**src/rtl/gemm_pkg.sv**
```systemverilog
// rtl/gemm_pkg.sv - shared constants and types for the GEMM operand feeder
//
// Contents:
//   DEF_DATA_W, DEF_HOP_LAT, DEF_PE_LAT : default operand width and latencies
//   feeder_state_t                      : feeder control FSM states
//   drain_cycles()                      : cycles from the last operand entering
//                                         the array until the far-corner PE
//                                         accumulator holds its final sum

package gemm_pkg;

    localparam int DEF_DATA_W  = 16;
    localparam int DEF_HOP_LAT = 2;
    localparam int DEF_PE_LAT  = 3;

    typedef enum logic [1:0] {
        IDLE   = 2'd0,
        CLEAR  = 2'd1,
        STREAM = 2'd2,
        DRAIN  = 2'd3
    } feeder_state_t;

    // The last operand pair reaches PE (ROWS-1, COLS-1) after (ROWS-1) + (COLS-1)
    // passthrough hops, and that PE then needs PE_LAT cycles to fold it in.
    function automatic int drain_cycles(input int hop, input int rows,
                                        input int cols, input int pe);
        return hop * (rows + cols - 2) + pe;
    endfunction

endpackage

```
**src/rtl/skew_delay_line.sv**
```systemverilog
// rtl/skew_delay_line.sv - data+valid shift register used to skew one array lane
//
// Parameters:
//   DEPTH  : number of register stages; 0 makes the lane a plain wire
//   DATA_W : lane data width
// Ports:
//   clk, rst       : clock, asynchronous active-high reset
//   clear          : synchronous clear of every stage (data and valid)
//   in_data        : lane data entering the line
//   in_valid       : lane valid entering the line
//   out_data       : delayed data, zero whenever out_valid is low
//   out_valid      : delayed valid

module skew_delay_line #(
    parameter int DEPTH  = 1,
    parameter int DATA_W = 16
) (
    input  logic              clk,
    input  logic              rst,
    input  logic              clear,
    input  logic [DATA_W-1:0] in_data,
    input  logic              in_valid,
    output logic [DATA_W-1:0] out_data,
    output logic              out_valid
);

    generate
        if (DEPTH == 0) begin : g_wire
            // Control inputs are meaningless for a zero-length line.
            logic unused_ctrl;
            assign unused_ctrl = &{1'b0, clk, rst, clear};

            assign out_data  = in_data;
            assign out_valid = in_valid;
        end else begin : g_pipe
            logic [DATA_W-1:0] data_q  [DEPTH];
            logic              valid_q [DEPTH];

            always_ff @(posedge clk or posedge rst) begin
                if (rst) begin
                    for (int i = 0; i < DEPTH; i++) begin
                        data_q[i]  <= '0;
                        valid_q[i] <= 1'b0;
                    end
                end else if (clear) begin
                    for (int i = 0; i < DEPTH; i++) begin
                        data_q[i]  <= '0;
                        valid_q[i] <= 1'b0;
                    end
                end else begin
                    // Bubbles enter as zero data so the array edge never sees
                    // stale operands on an invalid slot.
                    data_q[0]  <= in_valid ? in_data : '0;
                    valid_q[0] <= in_valid;
                    for (int i = 1; i < DEPTH; i++) begin
                        data_q[i]  <= data_q[i-1];
                        valid_q[i] <= valid_q[i-1];
                    end
                end
            end

            assign out_data  = data_q[DEPTH-1];
            assign out_valid = valid_q[DEPTH-1];
        end
    endgenerate

endmodule

```
**src/rtl/systolic_feeder.sv**
```systemverilog
// rtl/systolic_feeder.sv - skewed operand feeder and tile sequencer for a systolic GEMM array
//
// Ports:
//   clk, rst                 : clock, asynchronous active-high reset
//   flush                    : synchronous abort of the current tile
//   in_valid/in_ready        : beat handshake; in_last marks the final k-beat
//   in_a [ROWS*DATA_W]       : one A column slice, lane r at [r*DATA_W +: DATA_W]
//   in_b [COLS*DATA_W]       : one B row slice,    lane c at [c*DATA_W +: DATA_W]
//   a_lane/a_lane_valid      : skewed A operands to the array left edge
//   b_lane/b_lane_valid      : skewed B operands to the array top edge
//   start_tile               : one-cycle accumulator clear broadcast
//   tile_done                : one-cycle pulse once every PE holds its final sum
//   beat_cnt                 : beats accepted in the current tile

module systolic_feeder
    import gemm_pkg::*;
#(
    parameter int DATA_W  = DEF_DATA_W,
    parameter int ROWS    = 4,
    parameter int COLS    = 4,
    parameter int HOP_LAT = DEF_HOP_LAT,
    parameter int PE_LAT  = DEF_PE_LAT,
    parameter int CNT_W   = 16
) (
    input  logic                   clk,
    input  logic                   rst,
    input  logic                   flush,
    input  logic                   in_valid,
    output logic                   in_ready,
    input  logic [ROWS*DATA_W-1:0] in_a,
    input  logic [COLS*DATA_W-1:0] in_b,
    input  logic                   in_last,
    output logic [ROWS*DATA_W-1:0] a_lane,
    output logic [ROWS-1:0]        a_lane_valid,
    output logic [COLS*DATA_W-1:0] b_lane,
    output logic [COLS-1:0]        b_lane_valid,
    output logic                   start_tile,
    output logic                   tile_done,
    output logic [CNT_W-1:0]       beat_cnt
);

    localparam int DRAIN_LOAD = drain_cycles(HOP_LAT, ROWS, COLS, PE_LAT);
    localparam int DRAIN_W    = $clog2(DRAIN_LOAD + 1);

    feeder_state_t          state;
    logic [DRAIN_W-1:0]     drain_cnt;
    logic                   accept;

    // Input capture stage: supplies the common one-cycle latency shared by
    // every lane; the per-lane delay lines add only the skew on top of it.
    logic [ROWS*DATA_W-1:0] a_cap;
    logic [COLS*DATA_W-1:0] b_cap;
    logic                   cap_valid;

    // A beat flushed in the same cycle it is offered is dropped, not counted.
    assign accept = in_valid && in_ready && !flush;

    // ------------------------------------------------------------------
    // Control FSM (all outputs registered)
    // ------------------------------------------------------------------
    always_ff @(posedge clk or posedge rst) begin
        if (rst) begin
            state      <= IDLE;
            in_ready   <= 1'b0;
            start_tile <= 1'b0;
            tile_done  <= 1'b0;
            beat_cnt   <= '0;
            drain_cnt  <= '0;
        end else if (flush) begin
            state      <= IDLE;
            in_ready   <= 1'b0;
            start_tile <= 1'b0;
            tile_done  <= 1'b0;
            drain_cnt  <= '0;
        end else begin
            case (state)
                IDLE: begin
                    tile_done <= 1'b0;
                    // The waiting beat is left on the bus; it is taken in STREAM.
                    if (in_valid) begin
                        state      <= CLEAR;
                        start_tile <= 1'b1;
                        beat_cnt   <= '0;
                    end
                end

                CLEAR: begin
                    state      <= STREAM;
                    start_tile <= 1'b0;
                    in_ready   <= 1'b1;
                    beat_cnt   <= '0;
                end

                STREAM: begin
                    if (accept) begin
                        beat_cnt <= beat_cnt + CNT_W'(1);
                        if (in_last) begin
                            state     <= DRAIN;
                            in_ready  <= 1'b0;
                            drain_cnt <= DRAIN_W'(DRAIN_LOAD);
                        end
                    end
                end

                DRAIN: begin
                    // tile_done rises together with the count reaching zero and
                    // is held for exactly the one cycle spent at zero.
                    if (drain_cnt == '0) begin
                        state     <= IDLE;
                        tile_done <= 1'b0;
                    end else begin
                        drain_cnt <= drain_cnt - DRAIN_W'(1);
                        tile_done <= (drain_cnt == DRAIN_W'(1));
                    end
                end

                default: begin
                    state    <= IDLE;
                    in_ready <= 1'b0;
                end
            endcase
        end
    end

    // ------------------------------------------------------------------
    // Capture stage
    // ------------------------------------------------------------------
    always_ff @(posedge clk or posedge rst) begin
        if (rst) begin
            a_cap     <= '0;
            b_cap     <= '0;
            cap_valid <= 1'b0;
        end else if (flush) begin
            a_cap     <= '0;
            b_cap     <= '0;
            cap_valid <= 1'b0;
        end else begin
            a_cap     <= accept ? in_a : '0;
            b_cap     <= accept ? in_b : '0;
            cap_valid <= accept;
        end
    end

    // ------------------------------------------------------------------
    // Per-lane skew: lane i trails lane 0 by HOP_LAT*i cycles so that the
    // wavefront of one k-beat meets each PE on the same cycle.
    // ------------------------------------------------------------------
    for (genvar r = 0; r < ROWS; r++) begin : g_row
        skew_delay_line #(
            .DEPTH  (HOP_LAT * r),
            .DATA_W (DATA_W)
        ) u_row_dl (
            .clk       (clk),
            .rst       (rst),
            .clear     (flush),
            .in_data   (a_cap[r*DATA_W +: DATA_W]),
            .in_valid  (cap_valid),
            .out_data  (a_lane[r*DATA_W +: DATA_W]),
            .out_valid (a_lane_valid[r])
        );
    end

    for (genvar c = 0; c < COLS; c++) begin : g_col
        skew_delay_line #(
            .DEPTH  (HOP_LAT * c),
            .DATA_W (DATA_W)
        ) u_col_dl (
            .clk       (clk),
            .rst       (rst),
            .clear     (flush),
            .in_data   (b_cap[c*DATA_W +: DATA_W]),
            .in_valid  (cap_valid),
            .out_data  (b_lane[c*DATA_W +: DATA_W]),
            .out_valid (b_lane_valid[c])
        );
    end

endmodule

```
**config.mk**
```make
export PLATFORM = sky130hd
export DESIGN_NAME = systolic_feeder
export DESIGN_NICKNAME = d
export VERILOG_FILES = /design/src/rtl/gemm_pkg.sv /design/src/rtl/skew_delay_line.sv /design/src/rtl/systolic_feeder.sv
export SDC_FILE = /design/constraint.sdc
export NUM_CORES = 1
export LEC_CHECK = 0
export ABC_AREA = 1
export CORE_MARGIN = 5
export CORE_UTILIZATION = 35
export DETAILED_ROUTE_END_ITERATION = 8
export SLEW_MARGIN = 40
export SYNTH_ARGS = -nofsm -noshare
export SYNTH_HDL_FRONTEND = slang
export SYNTH_SLANG_ARGS = --single-unit
export TNS_END_PERCENT = 30
```
**constraint.sdc**
```tcl
create_clock -name clk -period 25.8 [get_ports clk]
set_input_delay 5.16 -clock clk [delete_from_list [all_inputs] [get_ports clk]]
set_output_delay 5.16 -clock clk [all_outputs]
set_load 0.02 [all_outputs]
```
Word level (Yosys, flattened, before mapping)
Index checks and enable logic that the tools add are counted.
{"block": "word_totals", "regBits": 562, "in_bits": 133, "out_inout_bits": 155, "elab_cells": 133}
{"block": "classes", "n_addsub": 2, "eq_ne": 11, "muxes": 47, "n_bitwise": 1, "n_reduce_logical": 15}
{"op": "$mux 64", "count": 6}
{"op": "$mux 96", "count": 2}
{"op": "$mux 16", "count": 8}
{"op": "$mux 32", "count": 2}
{"op": "$pmux 16 s3", "count": 1}
{"op": "$mux 4", "count": 6}
{"op": "$add 16x1->16 const B", "count": 1}
{"op": "$ne 3x3->1 const B", "count": 5}
{"op": "$reduce_bool 3->1", "count": 5}
{"op": "$mux 2", "count": 7}
{"op": "$mux 6", "count": 2}
{"op": "$reduce_and 4->1", "count": 3}
{"op": "$mux 1", "count": 8}
{"op": "$pmux 2 s4", "count": 1}
{"op": "$pmux 4 s2", "count": 1}
{"op": "$pmux 1 s2", "count": 3}
{"op": "$eq 2x2->1 const B", "count": 2}
{"op": "$eq 4x1->1 const B", "count": 1}
{"op": "$logic_not 4->1", "count": 1}
{"op": "$ne 2x2->1 const B", "count": 2}
{"op": "$sub 4x1->4 const B", "count": 1}
{"op": "$reduce_and 3->1", "count": 1}
{"op": "$eq 2x1->1 const B", "count": 1}
{"op": "$logic_and 1x1->1", "count": 2}
{"op": "other kinds (4)", "count": 4}

Longest topological paths before layout
Gate-level depths: netlist of the first run.
{"block": "depth", "depth_word": 5, "ltp_mapped": 10, "mapped_depth_nobuf": 9}

Modules after synthesis
From an unflattened synthesis of the first run, not the netlist that was laid out.
{"block": "unflattened", "hier_cells": 2030, "area_unflattened_um2": 20822.5}
{"module": "skew_delay_line at g_col[3].u_col_dl ...", "n_inst": 2, "cells_each": 336, "area_per_inst_um2": 3568.4, "seq_area_each_um2": 2552.4}
{"module": "systolic_feeder", "n_inst": 1, "cells_each": 612, "area_per_inst_um2": 5903.2, "seq_area_each_um2": 3853.7}
{"module": "skew_delay_line at g_col[2].u_col_dl ...", "n_inst": 2, "cells_each": 231, "area_per_inst_um2": 2407.3, "seq_area_each_um2": 1701.6}
{"module": "skew_delay_line at g_col[1].u_col_dl ...", "n_inst": 2, "cells_each": 125, "area_per_inst_um2": 1356.3, "seq_area_each_um2": 850.8}
{"module": "skew_delay_line at g_col[0].u_col_dl ...", "n_inst": 2, "cells_each": 17, "area_per_inst_um2": 127.6, "seq_area_each_um2": 0.0}

Worst setup path after synthesis of the first run
Ideal clock, no wire load.
{"block": "synth_path", "path_type": "input -> register", "start": "in flush", "end": "reg beat_cnt[9]", "setup_ns": 0.117, "arrival_time_ns": 5.910, "required_ns": 25.683, "path_slack_ns": 19.773, "stages": 8, "path_buffers": 1, "path_cell_list": "buf_6 nor2_4 and2_4 o21ai_4 nor2_1 nand2_1 nand2_1 nor2_1"}
{"block": "synth_between", "elab_chain_cells": 4, "elab_cells_between_ends": 5, "cone_classes": "1 x eq/ne; 1 x bitwise; 3 x reduce/logical"}
{"element": "from (decl)", "line": "systolic_feeder.sv:27", "rtl": "input logic flush,"}
{"element": "$logic_not 1->1", "line": "systolic_feeder.sv:56", "rtl": "assign accept = in_valid && in_ready && !flush;"}
{"element": "$logic_and 1x1->1", "line": "systolic_feeder.sv:56"}
{"element": "$ne 2x2->1 (no line)"}
{"element": "$reduce_and 4->1 (no line) (*)"}
{"element": "to (signal assigned)", "line": "systolic_feeder.sv:96", "rtl": "beat_cnt <= beat_cnt + CNT_W'(1);"}
{"element": "to (decl)", "line": "systolic_feeder.sv:39", "rtl": "output logic [CNT_W-1:0] beat_cnt"}
Mark *: on every way between the ends. The rest lies on a longest branch, timed or not.
A chain may end at the register's enable or synchronous reset.

==> results.cfg, run 1 <==
[layout]
drive_above_1_share_pct = 5.53
design_area_mm2 = 0.0244
final_core_util_pct = 43.3
multiInputGateArea_mm2 = 0.00317
nNetsFinal = 2264
fin_cells = 2928
syn_to_final_growth_pct = 22.4
layout_common_cells = 545 x nor2_1, 543 x dfrtp_1, 445 x inv_1, 286 x clkdlybuf4s50_1, 154 x nand2_1
mostFrequentLayoutCell = nor2_1
regArea_mm2 = 0.0136
fillers = 5452

[power_and_ir_drop]
power.total_mw = 1.85
sw_frac_of_total_pct = 23.2
p_int_mw = 1.42
pwr-share-clk_pct = 44.2
leakagePower_nw = 12.0
power_density_mw_per_mm2 = 75.8
power_frac_seq_pct = 48.0
combPwrFrac_pct = 7.8
peakVddDrop_v = 0.0000496
power.switching_mw = 0.429

[clock_tree]
clkTransAtPathRegs_ns = 0.06
cts_resized = 0
cts_tree = done
cts-buffers-inserted = 57
cts-root-buf = clkbuf_16
hold_buffers = 0
postCtsSetupRepairBufs = 0
htree_levels = 2
clkSinkCount = 544
clock_latency_ns = 0.60
clock_path_buffers = 3

[yosys]
avgSynthCellArea_um2 = 10.1
ys_types = 31
syn_inst = 1973
synth_nets = 2114
synth_area_mm2 = 0.0199
synth-main-ff-cell = dfrtp_1
yosysWarningCount = 0
synth_seq_cells = 544
yosysSeqAreaShare_pct = 68.3
async_reset_ff_share_pct = 100
synth_enable_flop_cells = 0

[routing]
antenna_left = 0
drt_first_pass_iters = 5
vias = 11300
wl_per_cell_um = 12.4
drc = 0
viasPerCell = 3.86
drt-total-wl_mm = 36.4
drtIter0Drc = 654

[placement]
gp_congestion = 0.762
hpwl_mm = 23.5
place_ws_ns = 17.45
place_area_mm2 = 0.0224
io_buffers = 287
dp.cells = 2819

[grt]
grt_max_degree = 143
gr-total-overflow = 0
grt_pass1_wl_mm = 61.8
grt_pass1_vias = 11900
grt_usage_pct = 11.9
antenna_found_initial = 6

[job]
max_cap_viol_count = 0

[hold_path]
min_path_cells = 2
min_path_type = register to register
hp-start = g_col[2].u_col_dl.g_pipe.data_q[47]
min_to = g_col[2].u_col_dl.g_pipe.data_q[31]

[floorplanning]
start_util_pct = 35.3
die_y_um = 249
coreArea_mm2 = 0.0564
io-pin-count = 288
row_count = 87
die_w_um = 249
die_area_mm2 = 0.0618

[timing]
setup_viol = 0
drv_slew = 0
rsz0062_at_grt = no
period_minus_slack_ns = 7.36
post-route-period-util_pct = 28.5
whs_ns = 0.449
skew_ns = 0.0153
setup_tns_ns = 0
relSlewSlack_pct = 46.1
worst_pin_slew_ns = 0.809
setup_slack_ns = 18.44
hold_viol = 0
fmax_mhz = 136

[worst_setup_path]
r2r_end = beat_cnt[15]
crit_type = input port to async pin
cp.required_ns = 26.48
worst_ep_arrival_time_ns = 8.04
crit_path_frequent_cell = buf_6
crit_buf_inv = 6
slowest_delay_ns = 0.59
reg2reg_slack_ns = 23.87
crit_chain = clkdlybuf4s50_1 > inv_12 > buf_16 > buf_12 > buf_6 > buf_6
crit_path_end_kind = async pin
r2r-start = state[0]
crit_family = buffers and inverters
crit_slowest_cell = buf_6
start_kind = input port
crit_fanout = 76
reg2reg_depth = 9

[status]
status = finished clean
## cells in the mapped netlist (5+ instances only)
cell,n,area [µm²]
nor2_1,545,2050
buf_4,137,1030
buf_6,15,169
nand4_1,9,56.3
clkbuf_1,10,37.5
inv_1,446,1670
a21oi_1,6,30.0
nand3_2,5,50.1
dfrtp_1,544,13600
nand2_1,154,578
ha_1,8,100
buf_2,45,225
o21ai_0,13,65.1
nand3_1,12,60.1
## metal layers
layer | vias up | wire [µm] | track usage, %
met1 | 5234 | 15500 | 15.0
met5 | - | 43 | 0
li1 | 5723 | - | -
met2 | 264 | 16800 | 19.0
met3 | 72 | 2910 | 4.50
met4 | 6 | 1120 | 4.37
## worst max-delay path by stage
stage / slack, ns / depth (start not counted) / end / start
2_1_floorplan: 5.43 / 1 / a_cap[0] / rst
3_3_place_gp: 16.76 / 5 / b_cap[30] / rst
3_5_place_dp: 17.45 / 5 / b_cap[28] / rst
4_1_cts: 18.11 / 5 / b_cap[26] / rst
5_1_grt: 17.99 / 6 / g_col[1].u_col_dl.g_pipe.data_q[26] / rst
6_report: 18.44 / 6 / g_col[1].u_col_dl.out_data[10] / rst
## worst reg2reg max path, delay by kind of cell (launching register included)
kind	cells	cell delay [ns]
and+or+nand+nor	6	0.68
DFF	1	0.40
buffers and inverters	2	0.28
adders and majority gates	1	0.47
## kinds of logic (layout without fill, tap and decap cells)
| group | Yosys count | after routing | synth area share [%] |
|---|---|---|---|
| and+or+nand+nor | 739 | 739 | 14.6 |
| DFF | 544 | 544 | 68.3 |
| adders and majority gates | 8 | 8 | 0.502 |
| AOI/OAI and AO/OA | 27 | 27 | 0.822 |
| other | 0 | 3 | 0 |
| buffers and inverters | 655 | 851 | 15.8 |
## power groups by stage
stage | logic [mW] | registers, mW | clock network, mW
finish | 0.145 | 0.887 | 0.818
global route | 0.163 | 0.889 | 0.887
CTS | 0.148 | 0.888 | 0.849
detailed placement | 0.147 | 0.903 | 0
global placement | 0.141 | 0.902 | 0
floorplan | 0.0972 | 0.903 | 0
## area by class of cell
cell class | instances | area share, %
Multi-Input combinational cell | 774 | 13.0
Clock inverter | 14 | 0.831
Inverter | 448 | 6.95
Antenna cell | 3 | 0.0308
Tap cell | 756 | 3.88
Timing Repair Buffer | 298 | 12.5
Clock buffer | 91 | 7.02
Sequential cell | 544 | 55.8
## sequential cells by signal, indices dropped and copies added, names as in the netlist
signal,flops
a_cap,64
b_cap,64
beat_cnt,16
cap_valid,1
drain_cnt,4
g_col.u_col_dl.g_pipe.data_q,144
g_col.u_col_dl.g_pipe.valid_q,3
g_col.u_col_dl.out_data,48
g_col.u_col_dl.out_valid,3
g_row.u_row_dl.g_pipe.data_q,144
g_row.u_row_dl.out_data,48
in_ready,1
start_tile,1
state,2
tile_done,1
(Power assumes the default switching activity.)
==> run 2: changes to the inputs <==
clock period = 5.94 ns   (was 25.8 ns; I/O delays follow)
==> run 2 against run 1 <==
Net effect:
- clock-buffer cell count shrank 14
- sequential cell count is the same
- cell area grew 1.0%
- clock power grew to 4.7 times the previous value
- combinational power grew to 4.4 times the previous value
- total power grew to 4.5 times the previous value
- largest cell class unchanged
- via count grew 1.1%
- critical endpoint is now a_lane_valid[0]
==> results.cfg, run 2 (synthesis results as in run 1) <==
[placement]
hpwl_mm = 24.4
place_ws_ns = 2.61
dp.cells = 2824
place_area_mm2 = 0.0225
gp_congestion = 0.783
io_buffers = 287

[routing]
wl_met1_mm = 15.7
wl_met2_mm = 17.4
antenna_left = 0
met3WireLength_mm = 2.97
drc = 0
top_layer = met4
wl_per_cell_um = 12.7
drt-total-wl_mm = 37.2
drt_first_pass_iters = 4
drtIter0Drc = 463
vias = 11400
viasPerCell = 3.90

[timing]
relSlewSlack_pct = 52.1
fmax_mhz = 330
rsz0062_at_grt = no
post-route-period-util_pct = 51.0
period_minus_slack_ns = 3.03
skew_ns = 0.0149
drv_slew = 0
worst_pin_slew_ns = 0.718
setup_viol = 0
setup_tns_ns = 0
hold_viol = 0
setup_slack_ns = 2.91

[layout]
reg_top3 = g_col.u_col_dl.g_pipe.data_q: 144 flops, g_row.u_row_dl.g_pipe.data_q: 144 flops
drive_above_1_share_pct = 6.30
layout_common_cells = 545 x nor2_1, 543 x dfrtp_1, 445 x inv_1, 286 x clkdlybuf4s50_1, 154 x nand2_1
regArea_mm2 = 0.0136
design_area_mm2 = 0.0247
mostFrequentLayoutCell = nor2_1
fillers = 5441
fin_cells = 2931
syn_to_final_growth_pct = 23.7
nNetsFinal = 2269
multiInputGateArea_mm2 = 0.00317

[clock_tree]
cts_tree = done
postCtsSetupRepairBufs = 0
clkTransAtPathRegs_ns = 0.06
cts_resized = 0
clkSinkCount = 544
clock_path_buffers = 3
hold_buffers = 0
htree_levels = 2
cts-buffers-inserted = 57
cts-root-buf = clkbuf_16
clock_latency_ns = 0.60

[worst_setup_path]
start_kind = register
crit_chain = clkdlybuf4s50_1
reg2reg_slack_ns = 3.93
r2r_end = b_cap[22]
cp.required_ns = 4.75
r2r-start = in_ready
slowest_delay_ns = 0.67
crit_buf_inv = 1
crit_fanout = 18
reg2reg_depth = 5
crit_path_end_kind = output port
crit_family = buffers and inverters
crit_type = register to output port
worst_ep_arrival_time_ns = 1.84
crit_slowest_cell = clkdlybuf4s50_1

[grt]
grt_max_degree = 158
grt_usage_pct = 12.1
grt_pass1_wl_mm = 62.1
grt_pass1_vias = 11900
gr-total-overflow = 0
antenna_found_initial = 1

[floorplanning]
die_w_um = 249
die_area_mm2 = 0.0618
row_count = 87
coreArea_mm2 = 0.0564
die_y_um = 249
io-pin-count = 288
start_util_pct = 35.3

[power_and_ir_drop]
power_density_mw_per_mm2 = 339
leakagePower_nw = 12.1
peakVddDrop_v = 0.000213

[hold_path]
min_to = g_row[1].u_row_dl.out_data[5]
hp-start = g_row[1].u_row_dl.g_pipe.data_q[21]
min_path_cells = 2
min_path_type = register to register

[status]
status = finished clean

[job]
max_cap_viol_count = 0
run 2: worst max path at each step:
| stage | startpoint | to | slack [ns] | cells past startpoint |
|---|---|---|---|---|
| floorplan | rst | a_cap[0] | -2.65 | 1 |
| global placement | flush | a_cap[7] | 2.48 | 5 |
| detailed placement | in_valid | a_cap[12] | 2.61 | 6 |
| CTS | cap_valid | a_lane_valid[0] | 2.84 | 1 |
| global route | cap_valid | a_lane_valid[0] | 2.82 | 1 |
| finish | cap_valid | a_lane_valid[0] | 2.91 | 1 |
run 2: layout make-up:
cell class / instances / area share (%)
Antenna cell: 1 / 0.0101
Tap cell: 756 / 3.84
Clock inverter: 28 / 1.75
Inverter: 448 / 6.85
Clock buffer: 77 / 6.75
Multi-Input combinational cell: 774 / 12.9
Timing Repair Buffer: 303 / 12.7
Sequential cell: 544 / 55.2
run 2: metrics by stage:
step | power, mW | utilization [%] | hold WS, ns
2_1_floorplan | 4.34 | - | 0.434
3_5_place_dp | 4.57 | 39.9 | 0.443
3_3_place_gp | 4.53 | 39.8 | 0.434
5_1_grt | 8.73 | 43.7 | 0.470
6_report | 8.37 | 43.7 | 0.451
4_1_cts | 8.51 | 43.7 | 0.456
run 2: power by group:
part / total [mW] / internal, mW / switching (mW)
clock: 3.88 / 2.43 / 1.44
combinational: 0.638 / 0.233 / 0.405
sequential: 3.85 / 3.80 / 0.0518
run 2: per-layer routing:
metal | vias up | global-route usage, %
met2 | 260 | 19.6
met5 | - | 0
met1 | 5368 | 14.9
met4 | 0 | 4.54
met3 | 74 | 4.31
li1 | 5723 | -
run 2: worst min-delay path, cell delays in order (launching register included):
cell     delay (ns)
dfrtp_1        0.32
inv_1          0.03
nor2_1         0.07
==> run 3: changes to the inputs <==
clock period = 2.95 ns   (was 5.94 ns; I/O delays follow)
==> run 3 against run 2 <==
Net effect:
- clock skew increased by 0.0021 ns
- die area unchanged
- sequential share of layout area about the same
- register-to-register slack got worse by 2.9 ns
- clock-buffer cell count decreased by 2
- setup slack got worse by 2.3 ns
- sequential cell count unchanged
- cell area about the same
- combinational power increased by 110%
==> results.cfg, run 3 (synthesis results as in run 1) <==
[timing]
skew_ns = 0.0170
drv_slew = 0
fmax_mhz = 431
hold_viol = 0
period_minus_slack_ns = 2.32
rsz0062_at_grt = no
relSlewSlack_pct = 47.4
post-route-period-util_pct = 78.7
setup_viol = 0
worst_pin_slew_ns = 0.789

[routing]
drc = 0
drt_first_pass_iters = 4
viasPerCell = 3.91
drtIter0Drc = 483
antenna_left = 0
drt-total-wl_mm = 37.1
vias = 11500
wl_per_cell_um = 12.7

[floorplanning]
die_y_um = 249
start_util_pct = 35.3
coreArea_mm2 = 0.0564
io-pin-count = 288
die_area_mm2 = 0.0618
row_count = 87
die_w_um = 249

[worst_setup_path]
slowest_delay_ns = 0.66
crit_type = register to output port
r2r_end = beat_cnt[6]
crit_cells = 1
crit_slowest_cell = clkdlybuf4s50_1
crit_buf_inv = 1
start_kind = register
crit_path_end_kind = output port
r2r-start = state[0]
worst_ep_arrival_time_ns = 1.73
crit_fanout = 6
crit_chain = clkdlybuf4s50_1
crit_family = buffers and inverters
reg2reg_depth = 8
cp.required_ns = 2.36
reg2reg_slack_ns = 1.03

[job]
max_cap_viol_count = 0

[layout]
reg_top3 = g_col.u_col_dl.g_pipe.data_q: 144 flops, g_row.u_row_dl.g_pipe.data_q: 144 flops
syn_to_final_growth_pct = 23.8
antennaDiodeCount = 0
design_area_mm2 = 0.0247
mostFrequentLayoutCell = nor2_1
layout_common_cells = 545 x nor2_1, 543 x dfrtp_1, 445 x inv_1, 286 x clkdlybuf4s50_1, 154 x nand2_1
fin_cells = 2933
drive_above_1_share_pct = 6.43
nNetsFinal = 2273
fillers = 5358

[grt]
grt_pass1_wl_mm = 63.0
grt_pass1_vias = 12100
grt_usage_pct = 12.2
antenna_found_initial = 0
gr-total-overflow = 0
grt_max_degree = 158

[clock_tree]
cts-buffers-inserted = 57
clock_path_buffers = 3
clkTransAtPathRegs_ns = 0.06
clock_latency_ns = 0.61
hold_buffers = 0
cts_resized = 0
cts_tree = done
clkSinkCount = 544
postCtsSetupRepairBufs = 0
htree_levels = 2
cts-root-buf = clkbuf_16

[placement]
dp.cells = 2829
io_buffers = 287
place_area_mm2 = 0.0226
hpwl_mm = 24.3
gp_congestion = 0.781

[hold_path]
min_path_cells = 2
hp-start = flush
min_to = g_row[2].u_row_dl.g_pipe.data_q[28]
min_path_type = input port to register

[power_and_ir_drop]
peakVddDrop_v = 0.000382
power_density_mw_per_mm2 = 681
leakagePower_nw = 12.1
power.total_mw = 16.8

[status]
status = finished clean
==> run 3: through the flow <==
stage / worst slack (ns) / TNS (ns) / utilization (%) / hold slack (ns)
6_report: 0.628 / 0 / 43.8 / 0.412
5_1_grt: 0.557 / 0 / 43.8 / 0.411
4_1_cts: 0.575 / 0 / 43.8 / 0.382
3_5_place_dp: 0.659 / 0 / 40.1 / 0.443
3_3_place_gp: 0.714 / 0 / 40.1 / 0.435
2_1_floorplan: -5.04 / -2741.72 / - / 0.434
==> run 3: worst max-delay path by stage <==
stage	start	endpoint	slack, ns
final	beat_cnt[9]	beat_cnt[9]	0.63
after detailed placement	in_valid	b_cap[20]	0.66
after global placement	in_valid	b_cap[11]	0.71
after CTS	beat_cnt[9]	beat_cnt[9]	0.58
after global routing	beat_cnt[2]	beat_cnt[2]	0.56
after floorplan	rst	a_cap[0]	-5.04
==> run 3: routing by layer <==
layer	part of all wire [%]	up-vias	wire [µm]	GRT usage [%]
li1	-	5741	-	-
met1	42	5412	15700	15.3
met2	46	250	17300	19.5
met4	3.2	0	1190	4.89
met5	0	-	0	0
met3	8.0	79	2960	4.29
==> run 3: final cells by class <==
| cell class | instances | area [µm²] | area share (%) |
|---|---|---|---|
| Inverter | 448 | 1690 | 6.84 |
| Multi-Input combinational cell | 774 | 3170 | 12.9 |
| Clock buffer | 75 | 1610 | 6.54 |
| Sequential cell | 544 | 13600 | 55.2 |
| Timing Repair Buffer | 307 | 3170 | 12.8 |
| Clock inverter | 29 | 468 | 1.90 |
| Tap cell | 756 | 946 | 3.83 |
==> run 3: report_power, final <==
part | internal [mW] | switching (mW)
clock network | 4.82 | 2.93
logic | 0.476 | 0.829
registers | 7.65 | 0.0917
